[src/rtl/reg_file_gen_pkg.sv]
// Shared types and default sizing for the parametrised register file.
// Provides the sweep FSM state enum and the default geometry constants.
package reg_file_gen_pkg;

  typedef enum logic {
    CLEAR = 1'b0,
    RUN   = 1'b1
  } state_t;

  localparam int DATA_W_DEF = 8;
  localparam int ADDR_W_DEF = 4;
  localparam int N_RD_DEF   = 2;
  localparam int DR_IDX_DEF = 0;
  localparam int BYPASS_DEF = 1;

endpackage

[src/rtl/reg_file_scoreboard.sv]
// Pending-load scoreboard: one bit per register, set on load issue,
// cleared on writeback, flushed wholesale; N_RD combinational lookups.
// Ports: clk, rst_n, flush, set_en/set_addr, clr_en/clr_addr,
//        raddr (packed N_RD indices), busy (pending bit per port).
module reg_file_scoreboard #(
  parameter int ADDR_W = 4,
  parameter int N_RD   = 2
) (
  input  logic               clk,
  input  logic               rst_n,
  input  logic               flush,
  input  logic               set_en,
  input  logic [ADDR_W-1:0]  set_addr,
  input  logic               clr_en,
  input  logic [ADDR_W-1:0]  clr_addr,
  input  logic [N_RD*ADDR_W-1:0] raddr,
  output logic [N_RD-1:0]    busy
);

  localparam int DEPTH = 1 << ADDR_W;

  logic [DEPTH-1:0] pending;

  // Set is applied after clear so a same-address collision ends set.
  always_ff @(posedge clk or negedge rst_n) begin
    if (!rst_n) begin
      pending <= '0;
    end else if (flush) begin
      pending <= '0;
    end else begin
      if (clr_en) pending[clr_addr] <= 1'b0;
      if (set_en) pending[set_addr] <= 1'b1;
    end
  end

  for (genvar k = 0; k < N_RD; k++) begin : g_look
    assign busy[k] = pending[raddr[k*ADDR_W +: ADDR_W]];
  end

endmodule

[src/rtl/reg_file_gen.sv]
// Parametrised register file with N read ports, write bypass,
// indirect read via a designated register, pending scoreboard
// and a sequenced zero sweep after reset or on clr_req.
// Ports: clk, rst_n, clr_req, write_en/waddr/data_in, pend_set/pend_addr,
//        raddr/data_out/busy, dr_code, data_ind, ready, clr_done.
module reg_file_gen
  import reg_file_gen_pkg::*;
#(
  parameter int DATA_W = DATA_W_DEF,
  parameter int ADDR_W = ADDR_W_DEF,
  parameter int N_RD   = N_RD_DEF,
  parameter int DR_IDX = DR_IDX_DEF,
  parameter int BYPASS = BYPASS_DEF
) (
  input  logic                   clk,
  input  logic                   rst_n,
  input  logic                   clr_req,
  input  logic                   write_en,
  input  logic [ADDR_W-1:0]      waddr,
  input  logic [DATA_W-1:0]      data_in,
  input  logic                   pend_set,
  input  logic [ADDR_W-1:0]      pend_addr,
  input  logic [N_RD*ADDR_W-1:0] raddr,
  output logic [N_RD*DATA_W-1:0] data_out,
  output logic [N_RD-1:0]        busy,
  output logic [ADDR_W-1:0]      dr_code,
  output logic [DATA_W-1:0]      data_ind,
  output logic                   ready,
  output logic                   clr_done
);

  localparam int DEPTH = 1 << ADDR_W;
  localparam logic [ADDR_W-1:0] DR_A = ADDR_W'(DR_IDX);

  state_t state, state_nx;
  logic [ADDR_W-1:0] clr_idx, clr_idx_nx;
  logic clr_done_q, clr_done_nx;

  logic [DATA_W-1:0] regs [DEPTH];

  logic run;
  logic wr_ok;

  assign run   = (state == RUN);
  // A write coinciding with clr_req is dropped.
  assign wr_ok = run & write_en & ~clr_req;

  always_ff @(posedge clk or negedge rst_n) begin
    if (!rst_n) begin
      state      <= CLEAR;
      clr_idx    <= '0;
      clr_done_q <= 1'b0;
    end else begin
      state      <= state_nx;
      clr_idx    <= clr_idx_nx;
      clr_done_q <= clr_done_nx;
    end
  end

  always_comb begin
    state_nx    = state;
    clr_idx_nx  = clr_idx;
    clr_done_nx = 1'b0;
    unique case (state)
      CLEAR: begin
        clr_idx_nx = clr_idx + 1'b1;
        if (clr_idx == '1) begin
          state_nx    = RUN;
          clr_done_nx = 1'b1;
        end
      end
      RUN: begin
        if (clr_req) begin
          state_nx   = CLEAR;
          clr_idx_nx = '0;
        end
      end
      default: state_nx = CLEAR;
    endcase
  end

  // Array has no reset; the sweep zeroes it so it can map to RAM.
  always_ff @(posedge clk) begin
    if (!run) begin
      regs[clr_idx] <= '0;
    end else if (wr_ok) begin
      regs[waddr] <= data_in;
    end
  end

  for (genvar k = 0; k < N_RD; k++) begin : g_rd
    logic [ADDR_W-1:0] ra;
    logic              fwd;
    logic [DATA_W-1:0] rd;
    assign ra  = raddr[k*ADDR_W +: ADDR_W];
    assign fwd = (BYPASS != 0) && wr_ok && (waddr == ra);
    assign rd  = fwd ? data_in : regs[ra];
    assign data_out[k*DATA_W +: DATA_W] = run ? rd : '0;
  end

  // Two-level bypass: the pointer itself may be forwarded, and the
  // operand it selects may be forwarded again.
  logic              fwd_dr;
  logic [ADDR_W-1:0] ptr;
  logic              fwd_ind;
  logic [DATA_W-1:0] ind;

  assign fwd_dr  = (BYPASS != 0) && wr_ok && (waddr == DR_A);
  assign ptr     = fwd_dr ? data_in[ADDR_W-1:0]
                          : regs[DR_A][ADDR_W-1:0];
  assign fwd_ind = (BYPASS != 0) && wr_ok && (waddr == ptr);
  assign ind     = fwd_ind ? data_in : regs[ptr];

  assign dr_code  = run ? ptr : '0;
  assign data_ind = run ? ind : '0;
  assign ready    = run;
  assign clr_done = clr_done_q;

  logic [N_RD-1:0] busy_raw;

  reg_file_scoreboard #(
    .ADDR_W (ADDR_W),
    .N_RD   (N_RD)
  ) u_sb (
    .clk      (clk),
    .rst_n    (rst_n),
    .flush    (run & clr_req),
    .set_en   (run & pend_set & ~clr_req),
    .set_addr (pend_addr),
    .clr_en   (wr_ok),
    .clr_addr (waddr),
    .raddr    (raddr),
    .busy     (busy_raw)
  );

  assign busy = run ? busy_raw : '0;

endmodule

[config.mk]
export PLATFORM = sky130hd
export DESIGN_NAME = reg_file_gen
export DESIGN_NICKNAME = d
export VERILOG_FILES = /design/src/rtl/reg_file_gen_pkg.sv /design/src/rtl/reg_file_scoreboard.sv /design/src/rtl/reg_file_gen.sv
export SDC_FILE = /design/constraint.sdc
export NUM_CORES = 1
export LEC_CHECK = 0
export CORE_MARGIN = 2
export CORE_UTILIZATION = 40
export CTS_BUF_LIST = sky130_fd_sc_hd__clkbuf_2
export DETAILED_ROUTE_END_ITERATION = 7
export PLACE_DENSITY = 0.69
export SLEW_MARGIN = 30
export SYNTH_ARGS = -nofsm -noshare
export SYNTH_HDL_FRONTEND = slang
export SYNTH_SLANG_ARGS = --single-unit
[constraint.sdc]
create_clock -name clk -period 2.7 [get_ports clk]
set_clock_uncertainty 0.15 [all_clocks]
set_input_delay 0.27 -clock clk [delete_from_list [all_inputs] [get_ports clk]]
set_output_delay 0.27 -clock clk [all_outputs]
set_load 0.03 [all_outputs]
# After elaboration in Yosys (flattened, before gate mapping)
# Memory sizes are Yosys's and may differ from the RTL's.
# Cells that the tools add are included.
dict set report totals {
  reg_bits 22
  mem_bits_rw 128
  in_bits 29
  output_inout_bits 32
  wordCells 69
  n_memories 1
}
# name words width read_ports rd_clocked_by_memory_dff write_ports line_no
set memory_table {}
lappend memory_table {regs 16 8 4 0 1 reg_file_gen.sv:39} ;# logic [DATA_W-1:0] regs [DEPTH];
dict set report op_classes {
  n_addsub 1
  order_cmp 6
  n_eq_ne 5
  muxes 34
  n_bitwise 10
  reduce_logical 8
}
# op count
set op_table {}
lappend op_table {{16-bit 2-to-1 mux} 4}
lappend op_table {{8-bit 2-to-1 mux} 7}
lappend op_table {{4-bit by 5-bit < comparator with 1-bit output, second input constant} 4}
lappend op_table {{16-bit bitwise AND} 1}
lappend op_table {{4-bit 2-to-1 mux} 4}
lappend op_table {{16-bit inverter} 1}
lappend op_table {{16-bit OR} 1}
lappend op_table {{4-bit equality test} 3}
lappend op_table {{1-bit 2-to-1 mux} 12}
lappend op_table {{1-bit binary-select mux with 4-bit select} 2}
lappend op_table {{1-bit demux with 4-bit select} 2}
lappend op_table {{4-bit by 1-bit greater-or-equal comparator with 1-bit output, second input constant} 2}
lappend op_table {{4-bit one-hot mux with 2 select lines} 1}
lappend op_table {{8-bit OR reduction} 1}
lappend op_table {{1-bit logical AND} 6}
lappend op_table {{1-bit bitwise AND} 5}
lappend op_table {{4-bit by 1-bit adder with 4-bit output, second input constant} 1}
lappend op_table {{4-bit equality test, second input constant} 1}
lappend op_table {{4-bit logical NOT} 1}
lappend op_table {{2-bit 2-to-1 mux} 1}
lappend op_table {{2-bit inequality test, second input constant} 1}
lappend op_table {{1-bit inverter} 2}
lappend op_table {{1-bit one-hot mux with 2 select lines} 1}

# Logic depth before layout (Yosys ltp)
# Gate-level depths: netlist of the first run.
dict set report depth {
  word_depth 11
  ltp_mapped 10
  depth_no_buf 7
}

# By module
# From an unflattened synthesis of the first run, not the netlist that was laid out.
dict set report hier_totals {
  cells_unflattened 709
  hier_area_um2 9215.1
}
# module instances cells_each area_each_um2 seq_area_each_um2
set by_module_without_submodules {}
lappend by_module_without_submodules {reg_file_gen 1 609 8185.4 3993.8}
lappend by_module_without_submodules {reg_file_scoreboard 1 100 1029.7 400.4}

# Worst setup path before layout of the first run
# No wires, ideal clock.
dict set report synth_path {
  path_kind {flip-flop to output port}
  from {reg state (netlist: ready)}
  to {out data_ind[3]}
  arrival_time_ns 2.714
  required_ns 2.280
  slack_ns -0.434
  stages_incl_launch_ff 9
  n_path_buf 1
  cell_sequence {dfrtp_1 -> nand3b_1 -> nor2_8 -> mux2_4 -> xnor2_1 -> and3_1 -> clkbuf_1 -> a31oi_1 -> a31oi_1}
}
dict set report synth_between {
  elab_chain_len 8
}
# item line_no
set synth_lines {}
lappend synth_lines {{start, declared} reg_file_gen.sv:35} ;# state_t state, state_nx;
lappend synth_lines {{start signal, assigned} reg_file_gen.sv:54} ;# state <= state_nx;
lappend synth_lines {{branches (longest 7 deep; another with memory read 16 x 8 bit)} n/a}
lappend synth_lines {{8-bit 2-to-1 mux (*)} reg_file_gen.sv:115} ;# assign data_ind = run ? ind : '0;
lappend synth_lines {{end, declared} reg_file_gen.sv:27} ;# output logic [DATA_W-1:0] data_ind,
# Mark *: on every way between the ends.

# Worst setup path in the final report of the first run
dict set report layout_path {
  from {reg state (netlist: ready)}
  to {out data_ind[1]}
}
# The elaborated chain is that of the path after synthesis.

==> results of run 1 <==
## final cells by class
class	count	area [um^2]	share of cell area, %
inverters	8	30.03	0.2427
well taps	285	356.6	2.882
multi-input cells	500	5047	40.79
repair buffers	247	2290	18.50
clock inverters	13	157.7	1.274
diodes	1	2.502	0.02022
flip-flops and latches	150	4395	35.52
clock buffers	19	95.09	0.7685
## registers in the layout (all words and copies together) (netlist names)
| name | count |
|---|---|
| u_sb.pending | 16 |
| regs | 128 |
| clr_done | 1 |
| ready | 1 |
| clr_idx | 4 |
## worst reg2reg max path: stages (launching register included)
cell and delay (ns):
dfrtp_2 0.42, nand3b_1 0.12, buf_12 0.17, buf_4 0.16, or3_1 0.34, a21boi_0 0.14, buf_4 0.17, nor2_1 0.17
buf_4 0.23
## kinds of logic (layout without fill, tap and decap cells)
logic type,Yosys count,in the layout,synth area share [%]
mux,118,118,25.19
xor+xnor,11,11,1.050
other cells,0,1,0
simple gates,224,224,11.98
compound gates,146,146,10.65
buf+inv,62,287,3.122
fa+ha+maj,1,1,0.1363
flops,150,150,47.87
## how the worst min path moves through the flow
stage | start | to | slack [ns] | cells after the start
finish | pend_addr[3] | u_sb.pending[14]$_DFF_PN0_ | 0.08 | 3
CTS | pend_addr[3] | u_sb.pending[14]$_DFF_PN0_ | 0.04 | 3
detailed placement | clr_idx[0]$_DFFE_PN0P_ | clr_idx[0]$_DFFE_PN0P_ | 0.39 | 1
floorplan | rst_n | clr_done$_DFF_PN0_ | -0.18 | 0
global route | pend_addr[3] | u_sb.pending[14]$_DFF_PN0_ | 0.05 | 3
global placement | clr_idx[0]$_DFFE_PN0P_ | clr_idx[0]$_DFFE_PN0P_ | 0.39 | 1
## layout by cell type, fill, tap and decap left out, types with 13 or more instances in the layout
master,instances
a211oi_2,13
a21oi_1,26
and3_1,22
buf_12,20
buf_4,164
buf_6,30
clkbuf_2,19
clkdlybuf4s50_1,26
dfrtp_1,21
edfxtp_1,128
mux2i_1,21
mux4_2,90
nand2_1,63
nand3_1,25
nor2_1,58
o21ai_0,20
## through the flow
step / power [mW] / area, um^2 / utilization [%] / worst slack (ns)
6_report: 8.464 / 12370 / 54.82 / -0.8324
5_1_grt: 8.785 / 12370 / 54.82 / -0.9773
4_1_cts: 8.346 / 12280 / 54.39 / -0.8135
3_5_place_dp: 6.768 / 11510 / 50.99 / -0.7479
3_3_place_gp: 6.697 / 11510 / 50.99 / -0.6981
2_1_floorplan: 5.148 / 9412 / - / -0.09400
## layer usage
| layer | share of wire (%) | global-route usage [%] | up-vias |
|---|---|---|---|
| met5 | 0 | 0 | - |
| met4 | 5.3 | 12.32 | 0 |
| met3 | 11 | 7.019 | 110 |
| met2 | 46 | 41.45 | 509 |
| met1 | 37 | 34.63 | 3842 |
| li1 | - | - | 3274 |
## timing repair
action                     CTS  global route
hold buffers                 1             0
setup endpoints to repair   30            30
gates resized for setup    105            23
setup buffers               16             3
pin swaps                   27            13
hold endpoints to repair    22             0
## power by group through the flow
stage	logic, mW	clock network, mW	registers [mW]
floorplan	1.86	0	3.28
global placement	3.32	0	3.37
detailed placement	3.37	0	3.40
CTS	3.62	1.38	3.34
global route	3.93	1.46	3.40
finish	3.73	1.37	3.36
==> metrics.md, run 1 <==
| Metric | Value |
|---|---|
| Clock transition at the registers of the reported paths | 0.25 ns |
| Post-DR vias/cell | 6.325 |
| Sequential fraction of the synthesis area | 47.87% |
| Cell area after synthesis | 9179 um^2 |
| Placer Congestion | 0.9781 |
| RSZ-0062 raised after global routing | true |
| Vias in the first global route | 7875 |
| Routed WL | 31.18 mm |
| Comb power frac | 44.1% |
| Post-synth ARST share | 14.67% |
| Clk buf depth | 2 |
| Antenna viol nets, final | 0 |
| Area grow syn2layout | 34.81% |
| CTS buffer count | 17 |
| Predominant post-synthesis flop cell | edfxtp_1 |
| Final hold vios | 0 |
| Core outline area | 22570 um^2 |
| Share of cells above drive strength 1 | 45.89% |
| CTS HTree Levels | 4 |
| Clock latency on the worst-skew pair | 0.73 ns |
| Pint | 5.260 mW |
| Nets | 954 |
| FF-to-FF path depth | 8 |
| Vias | 7735 |
| Row Count | 55 |
| Total grt overflow | 0 |
| CTS root buf | clkbuf_2 |
| Iteration-0 DRC count of the detailed router | 991 |
| Crit path from | ready$_DFF_PN0_ |
| Period minus WS final | 3.532 ns |
| Gr usage total | 26.47% |
| Area of the die | 24170 um^2 |
| Critical Path Slowest Stage Cell | dfrtp_2 |
| Worst Slack Setup Final | -0.8324 ns |
| VDD IR-drop max | 427.1 uV |
| # IOs | 61 |
| CP Capture Type | output port |
| Req. time, crit path | 2.28 ns |
| Crit start category | flip-flop |
| Non-Filler Instances | 1223 |
| Post-synth net total | 742 |
| Outcome | finished, violations left |
| FF-to-FF Start | ready$_DFF_PN0_ |
| Leakage | 4.482 nW |
| Setup TNS | -13.28 ns |
| Filler cells | 1819 |
| # Max-Cap Violations | 0 |
| Worst setup path end | data_ind[1] |
| Power Density | 684.0 nW/um^2 |
| Yosys warns | 0 |
| Dpl hpwl | 22.91 mm |
| Clock power frac | 16.1% |
| Cell variety after synth | 59 |
| Worst Path Arrival | 3.11 ns |
| Global-route wire length before repair | 47.05 mm |
| Family with the most delay on the worst path | compound AO/OA/AOI/OAI gates |
| TritonCTS clock tree | done |
| WL/cell | 25.50 um |
| WHS | 0.07540 ns |
| Hold crit path type | in2reg |
| Largest net degree at the start of global routing | 25 |
| DRC | 0 |
| RR Endpoint | regs[0][5]$_DFFE_PP_ |
| Slowest cell delay on critical path | 0.42 ns |
| CP max FO | 5 |
| Fin. max-slew vios | 0 |
| Post-synth top cells | 128 x edfxtp_1, 90 x mux4_2, 65 x nand2_1 |
| Rel. slew slack | 58.00% |
| PortBufs | 60 |
| DP Cell Count | 1172 |
| Crit path kind | reg2out |
| Sw Ratio | 37.85% |
| Final worst-path cycle share | 130.8% |
| Most common cell in the netlist | edfxtp_1 |
| Synthesized flop and latch total | 150 |
| Final setup vio count | 29 |
| CP Buf/Inv Count | 4 |
| Starting Density | 40.67% |
| Crit path depth | 11 |
| Achievable Freq | 283.1 MHz |
| Syn avg cell area | 12.89 um^2 |
| Cell count after synthesis | 712 |
| Die Width | 155.5 um |
| Die height | 155.5 um |
| Synth top area cells | edfxtp_1 42%, mux4_2 22%, dfrtp_1 6.0% |
| Post-synth EDFFs | 128 |
| R2R Setup Slk | 0.35 ns |
| Sw Pwr | 3.203 mW |
| Synth area leader | edfxtp_1 |
| Antenna violations before repair | 1 |
| DRT Pass-1 Iters | 5 |
| Slew @ Worst Pin | 0.6271 ns |
| Yosys top cell area share | 41.88% |
| CP cell instances | and3b_2, buf_6, nand4b_1, o31a_1, buf_4, o31ai_4, a2111oi_1, buf_4, a311oi_4, a21oi_4, buf_6 |
| Clk sinks | 150 |
| Failing checks | negative setup slack |
| Flop pwr share | 39.8% |
(Power assumes the default switching activity.)
==> run 2: changes to the inputs <==
--- a/config.mk
+++ b/config.mk
@@ -9,7 +9,7 @@
 export CORE_UTILIZATION = 40
 export CTS_BUF_LIST = sky130_fd_sc_hd__clkbuf_2
 export DETAILED_ROUTE_END_ITERATION = 7
-export PLACE_DENSITY = 0.69
+export PLACE_DENSITY = 0.67
 export SLEW_MARGIN = 30
 export SYNTH_ARGS = -nofsm -noshare
 export SYNTH_HDL_FRONTEND = slang
==> constraint.sdc (replaced) <==
create_clock -name clk -period 3.75 [get_ports clk]
set_clock_uncertainty 0.15 [all_clocks]
set_input_delay 0.375 -clock clk [delete_from_list [all_inputs] [get_ports clk]]
set_output_delay 0.375 -clock clk [all_outputs]
set_load 0.03 [all_outputs]
==> run 2 against run 1 <==
  * The flow still finishes with violations (negative setup slack)
  * First-iteration DRC count down 15%
  * Utilization down 2.7 points
  * Die area unchanged
  * Critical path depth up 2
  * Wire length down 0.38%
  * Worst hold slack worse by 0.049 ns
  * Setup slack better by 0.83 ns
  * Critical path type unchanged
  * Largest cell class unchanged
==> metrics.md, run 2 (synthesis gave the netlist of run 1 again) <==
| Metric | Value |
|---|---|
| Largest regs | regs x128, u_sb.pending x16, clr_idx x4 |
| DRT Pass-1 Iters | 7 (+2) |
| Vias | 7511 (-2.9%) |
| Worst Slack Setup Final | -0.006845 ns (+0.8256 ns) |
| PortBufs | 60 (unchanged) |
| Clock latency on the worst-skew pair | 0.75 ns (+0.02 ns) |
| Reg with most FFs | regs |
| Clk sinks | 150 (unchanged) |
| Crit start category | flip-flop |
| Antenna viol nets, final | 0 (unchanged) |
| Clock transition at the registers of the reported paths | 0.25 ns (about the same) |
| Crit path kind | reg2out |
| Area grow syn2layout | 28.26% |
| RR Endpoint | regs[15][3]$_DFFE_PP_ |
| CTS HTree Levels | 4 (unchanged) |
| Worst Path Arrival | 3.23 ns (+0.12 ns) |
| CTS root buf | clkbuf_2 |
| TritonCTS clock tree | done |
| Req. time, crit path | 3.22 ns (+0.94 ns) |
| Clk buf depth | 2 (unchanged) |
| Row Count | 55 (unchanged) |
| Total grt overflow | 0 (unchanged) |
| Share of cells above drive strength 1 | 39.67% (-6.2 points) |
| Fin. max-slew vios | 0 (unchanged) |
| DP Cell Count | 1072 (-8.5%) |
| Max FFs per register | 128 (unchanged) |
| Leakage | 4.093 nW (-8.7%) |
| Core outline area | 22570 um^2 (unchanged) |
| Placer Congestion | 0.9080 (-7.2%) |
| Nets | 870 (-8.8%) |
| Final worst-path cycle share | 100.2% |
| # IOs | 61 (unchanged) |
| Achievable Freq | 266.2 MHz |
| Commonest non-fill, non-tap cell in the layout | edfxtp_1 |
| Starting Density | 40.67% (unchanged) |
| Period minus WS final | 3.757 ns |
| Die height | 155.5 um (unchanged) |
| Global-route wire length before repair | 44.71 mm (-5.0%) |
| FF-to-FF Start | ready$_DFF_PN0_ |
| Vias in the first global route | 7255 (-7.9%) |
| Gr usage total | 25.22% (-1.2 points) |
| Area of the die | 24170 um^2 (unchanged) |
| CP max FO | 7 (+2) |
| CTS buffer count | 17 (unchanged) |
| # Max-Cap Violations | 0 (unchanged) |
| Most frequent cells in the layout | 128 x edfxtp_1, 90 x mux4_2, 86 x buf_4, 62 x nand2_1, 57 x nor2_1 |
| Routed WL | 31.06 mm (-0.38%) |
| Antenna violations before repair | 1 (unchanged) |
| FF-to-FF path depth | 8 (unchanged) |
| Power Density | 494.3 nW/um^2 (-28%) |
| R2R Setup Slk | 0.67 ns (+0.32 ns) |
| Rel. slew slack | 43.54% (-14 points) |
| Final Power | 5.819 mW (-31%) |
| Final hold vios | 0 (unchanged) |
| RSZ-0062 raised after global routing | true |
| Failing checks | negative setup slack |
| Post-DR vias/cell | 6.600 (+4.4%) |
| Hold crit path type | in2async |
| Largest net degree at the start of global routing | 31 (+24%) |
| Worst setup path end | data_ind[5] |
| VDD IR-drop max | 201.0 uV (-53%) |
| WL/cell | 27.30 um (+7.1%) |
| Outcome | finished, violations left |
| Dpl hpwl | 20.04 mm (-13%) |
| Setup TNS | -0.006845 ns (+13.27 ns) |
| Iteration-0 DRC count of the detailed router | 841 (-15%) |
| CP Capture Type | output port |
| Crit path from | ready$_DFF_PN0_ |
| Final setup vio count | 1 (-97%) |
| Die Width | 155.5 um (unchanged) |
| Slew @ Worst Pin | 0.8460 ns (+0.2189 ns) |
| DRC | 0 (unchanged) |
| WHS | 0.02652 ns (-0.04888 ns) |
| Non-Filler Instances | 1138 (-7.0%) |
[run 2: worst min-delay path by stage]
| stage | to | slack, ns | from |
|---|---|---|---|
| 5_1_grt | u_sb.pending[3]$_DFF_PN0_ | 0.06 | rst_n |
| 3_5_place_dp | ready$_DFF_PN0_ | 0.23 | rst_n |
| 2_1_floorplan | clr_done$_DFF_PN0_ | -0.07 | rst_n |
| 6_report | u_sb.pending[3]$_DFF_PN0_ | 0.03 | rst_n |
| 4_1_cts | u_sb.pending[15]$_DFF_PN0_ | 0.13 | pend_addr[3] |
| 3_3_place_gp | u_sb.pending[2]$_DFF_PN0_ | 0.39 | u_sb.pending[2]$_DFF_PN0_ |
[run 2: through the flow]
stage	util [%]	worst slack, ns	area (um^2)
2_1_floorplan	-	0.4989	9179
3_3_place_gp	46.36	-0.1247	10470
3_5_place_dp	46.41	-0.1788	10480
4_1_cts	49.16	-0.003428	11100
5_1_grt	52.16	-0.1395	11770
6_report	52.16	-0.006845	11770
[run 2: critical path, cell delays in order (launching register included)]
cell      delay [ns]
dfrtp_1         0.47
buf_12          0.14
nand3b_1        0.08
buf_6           0.16
o21ai_4         0.08
buf_12          0.17
nand2_8         0.14
buf_12          0.15
buf_8           0.13
nand2_1         0.08
a211oi_2        0.27
a311oi_2        0.16
a21oi_2         0.28
buf_12          0.16
[run 2: where the power goes]
group | internal [mW] | switching [mW] | total [mW]
Combinational | 1.09 | 1.38 | 2.46
Clock | 0.309 | 0.621 | 0.930
Sequential | 2.18 | 0.249 | 2.43
[run 2: metal layers]
metal,wire (um),vias up,track usage [%]
met5,0,-,0
met4,1564,0,11.05
met3,3519,108,5.989
met2,14690,579,40.52
met1,11290,3734,32.82
li1,-,3090,-
[run 2: timing repair]
item                                   4_1_cts  5_1_grt
resized for setup                           40       98
cloned                                       3        5
setup endpoints to repair                    9        8
buffers inserted                            13       14
pin swaps                                   14       38
endpoints found under the hold margin       22        0
hold buffers                                 2        0
[run 2: cell type report]
type                            count  area (um^2)
Multi-Input combinational cell    500         5039
Tap cell                          285        356.6
Sequential cell                   150         4394
Clock buffer                       17        85.08
Fill cell                        1867        10800
Inverter                            8        30.03
Timing Repair Buffer              163         1718
Antenna cell                        1        2.502
Clock inverter                     14        147.6
==> run 3: changes to the inputs <==
--- a/config.mk
+++ b/config.mk
@@ -9,7 +9,7 @@
 export CORE_UTILIZATION = 40
 export CTS_BUF_LIST = sky130_fd_sc_hd__clkbuf_2
 export DETAILED_ROUTE_END_ITERATION = 7
-export PLACE_DENSITY = 0.67
+export PLACE_DENSITY_LB_ADDON = 0.3
 export SLEW_MARGIN = 30
 export SYNTH_ARGS = -nofsm -noshare
 export SYNTH_HDL_FRONTEND = slang
==> run 3 against run 2 <==
  * The flow still finishes with violations (negative setup slack)
  * Non-clock buffer count fell by 4
  * Largest cell class unchanged
  * Sequential share of layout area rose by 1.5 points
  * Clock-buffer cell count did not move
==> metrics.md, run 3 (synthesis gave the netlist of run 1 again) <==
| Metric | Value |
|---|---|
| Req. time, crit path | 3.22 ns (about the same) |
| Final worst-path cycle share | 100.1% (about the same) |
| Final setup vio count | 2 (+1) |
| Reg with most FFs | regs |
| DRT Pass-1 Iters | 5 (-2) |
| Final Power | 5.769 mW (-0.87%) |
| Total grt overflow | 0 (unchanged) |
| Worst Slack Setup Final | -0.004392 ns (+0.002452 ns) |
| Share of cells above drive strength 1 | 35.45% (-4.2 points) |
| Vias in the first global route | 7392 (+1.9%) |
| Clock latency on the worst-skew pair | 0.78 ns (+0.03 ns) |
| Clock transition at the registers of the reported paths | 0.25 ns (about the same) |
| Vias | 7466 (-0.60%) |
| Period minus WS final | 3.754 ns (-0.002452 ns) |
| Slew @ Worst Pin | 1.017 ns (+0.1706 ns) |
| Hold crit path type | in2reg |
| Commonest non-fill, non-tap cell in the layout | edfxtp_1 |
| CP cell instances | and3b_2, buf_6, and3_4, or3_4, a22oi_2, and3_4, buf_12, a311oi_2, a21oi_1, buf_4 |
| Filler cells | 1958 (+4.9%) |
| # IOs | 61 (unchanged) |
| CTS HTree Levels | 4 (unchanged) |
| Final hold vios | 0 (unchanged) |
| Crit path kind | reg2out |
| Max FFs per register | 128 (unchanged) |
| Pre-CTS setup slack | -0.1190 ns (+0.05984 ns) |
| Area of the die | 24170 um^2 (unchanged) |
| Nets | 866 (-0.46%) |
| CP Capture Type | output port |
| # Max-Cap Violations | 0 (unchanged) |
| Clk sinks | 150 (unchanged) |
| Global-route wire length before repair | 46.55 mm (+4.1%) |
| Core outline area | 22570 um^2 (unchanged) |
| RSZ-0062 raised after global routing | true |
| Rel. slew slack | 31.97% (-12 points) |
| Achievable Freq | 266.4 MHz (about the same) |
| Largest net degree at the start of global routing | 37 (+19%) |
| Area grow syn2layout | 23.20% |
| PortBufs | 60 (unchanged) |
| CP max FO | 7 (unchanged) |
| Die Width | 155.5 um (unchanged) |
| CTS root buf | clkbuf_2 |
| Row Count | 55 (unchanged) |
| Clk buf depth | 2 (unchanged) |
| Family with the most delay on the worst path | simple AND/OR/NAND/NOR gates |
| Starting Density | 40.67% (unchanged) |
| Outcome | finished, violations left |
| Antenna viol nets, final | 0 (unchanged) |
| Routed WL | 31.69 mm (+2.0%) |
| Critical Path Slowest Stage Cell | dfrtp_1 |
| VDD IR-drop max | 208.0 uV (+3.5%) |
| TritonCTS clock tree | done |
| Crit-path most repeated cell | and3_4 |
| Fin. max-slew vios | 0 (unchanged) |
| Leakage | 3.975 nW (-2.9%) |
| Antenna violations before repair | 1 (unchanged) |
| CTS buffer count | 17 (unchanged) |
| Placer Congestion | 0.9305 (+2.5%) |
| Die height | 155.5 um (unchanged) |
| Crit start category | flip-flop |
| WL/cell | 27.92 um (+2.3%) |
| Worst Path Arrival | 3.23 ns (about the same) |
| Power Density | 510.1 nW/um^2 (+3.2%) |
| Iteration-0 DRC count of the detailed router | 760 (-9.6%) |
| Post-DR vias/cell | 6.578 (-0.34%) |
| Dpl hpwl | 22.07 mm (+10%) |
| DRC | 0 (unchanged) |
| Slowest cell delay on critical path | 0.46 ns (about the same) |
| Most frequent cells in the layout | 128 x edfxtp_1, 97 x buf_4, 90 x mux4_2, 63 x nor2_1, 63 x nand2_1 |
| Gr usage total | 26.59% (+1.4 points) |
| Failing checks | negative setup slack |
| CP Buf/Inv Count | 3 (-3) |
| Largest regs | regs x128, u_sb.pending x16, clr_idx x4 |
-- run 3: per-layer routing --
metal | vias to the layer above | track usage (%) | part of all wire (%)
met4 | 0 | 9.830 | 3.4
li1 | 3097 | - | -
met2 | 499 | 43.81 | 49
met3 | 104 | 5.738 | 9.9
met1 | 3766 | 34.80 | 38
met5 | - | 0 | 0
-- run 3: tightest hold or removal path, cell delays in order --
cell and delay [ns]:
clkdlybuf4s50_1 0.42, nand2_1 0.08, nor3_1 0.09, nand2_1 0.07, a21oi_1 0.05
-- run 3: final timing paths --
check | from | slack (ns) | to | cells past startpoint
max | ready$_DFF_PN0_ | -0.004 | data_ind[1] | 10
max reg2reg | ready$_DFF_PN0_ | 0.85 | regs[9][6]$_DFFE_PP_ | 8
max in group asynchronous | rst_n | 2.56 | clr_idx[0]$_DFFE_PN0P_ | 4
min | pend_set | 0.16 | u_sb.pending[4]$_DFF_PN0_ | 5
min in group asynchronous | rst_n | 0.53 | ready$_DFF_PN0_ | 4
min reg2reg | u_sb.pending[13]$_DFF_PN0_ | 0.44 | u_sb.pending[13]$_DFF_PN0_ | 2
-- run 3: area by class of cell --
cell class	instances	area [um^2]	share of cell area, %
multi-input cells	500	4766	42.14
flip-flops and latches	150	4394	38.86
repair buffers	159	1480	13.09
well taps	285	356.6	3.153
clock inverters	15	193.9	1.715
clock buffers	17	85.08	0.7524
inverters	8	30.03	0.2655
diodes	1	2.502	0.02213
-- run 3: power by group --
part           switching [mW]  total [mW]  internal [mW]
logic                    1.29        2.27          0.978
clock network           0.677        1.07          0.394
registers               0.251        2.43           2.18
total                    2.22        5.77           3.55
-- run 3: repair_timing --
action | 4_1_cts | 5_1_grt
hold buffers | 2 | 1
buffers inserted | 6 | 4
pin swaps | 14 | 12
hold endpoints to repair | 22 | 22
gates cloned | 1 | 1
setup endpoints to repair | 8 | 8
resized for setup | 37 | 28
-- run 3: metrics by stage --
step / hold slack (ns) / util, % / cell area, um^2 / TNS (ns) / cells
floorplan: -0.07059 / - / 9179 / 0 / 712
global placement: 0.3880 / 47.15 / 10640 / 0 / 1089
detailed placement: 0.2245 / 47.13 / 10640 / -0.1190 / 1089
CTS: 0.1083 / 49.38 / 11150 / -0.05718 / 1129
global route: 0.09812 / 50.10 / 11310 / -1.093 / 1135
finish: 0.1584 / 50.10 / 11310 / -0.008487 / 1135
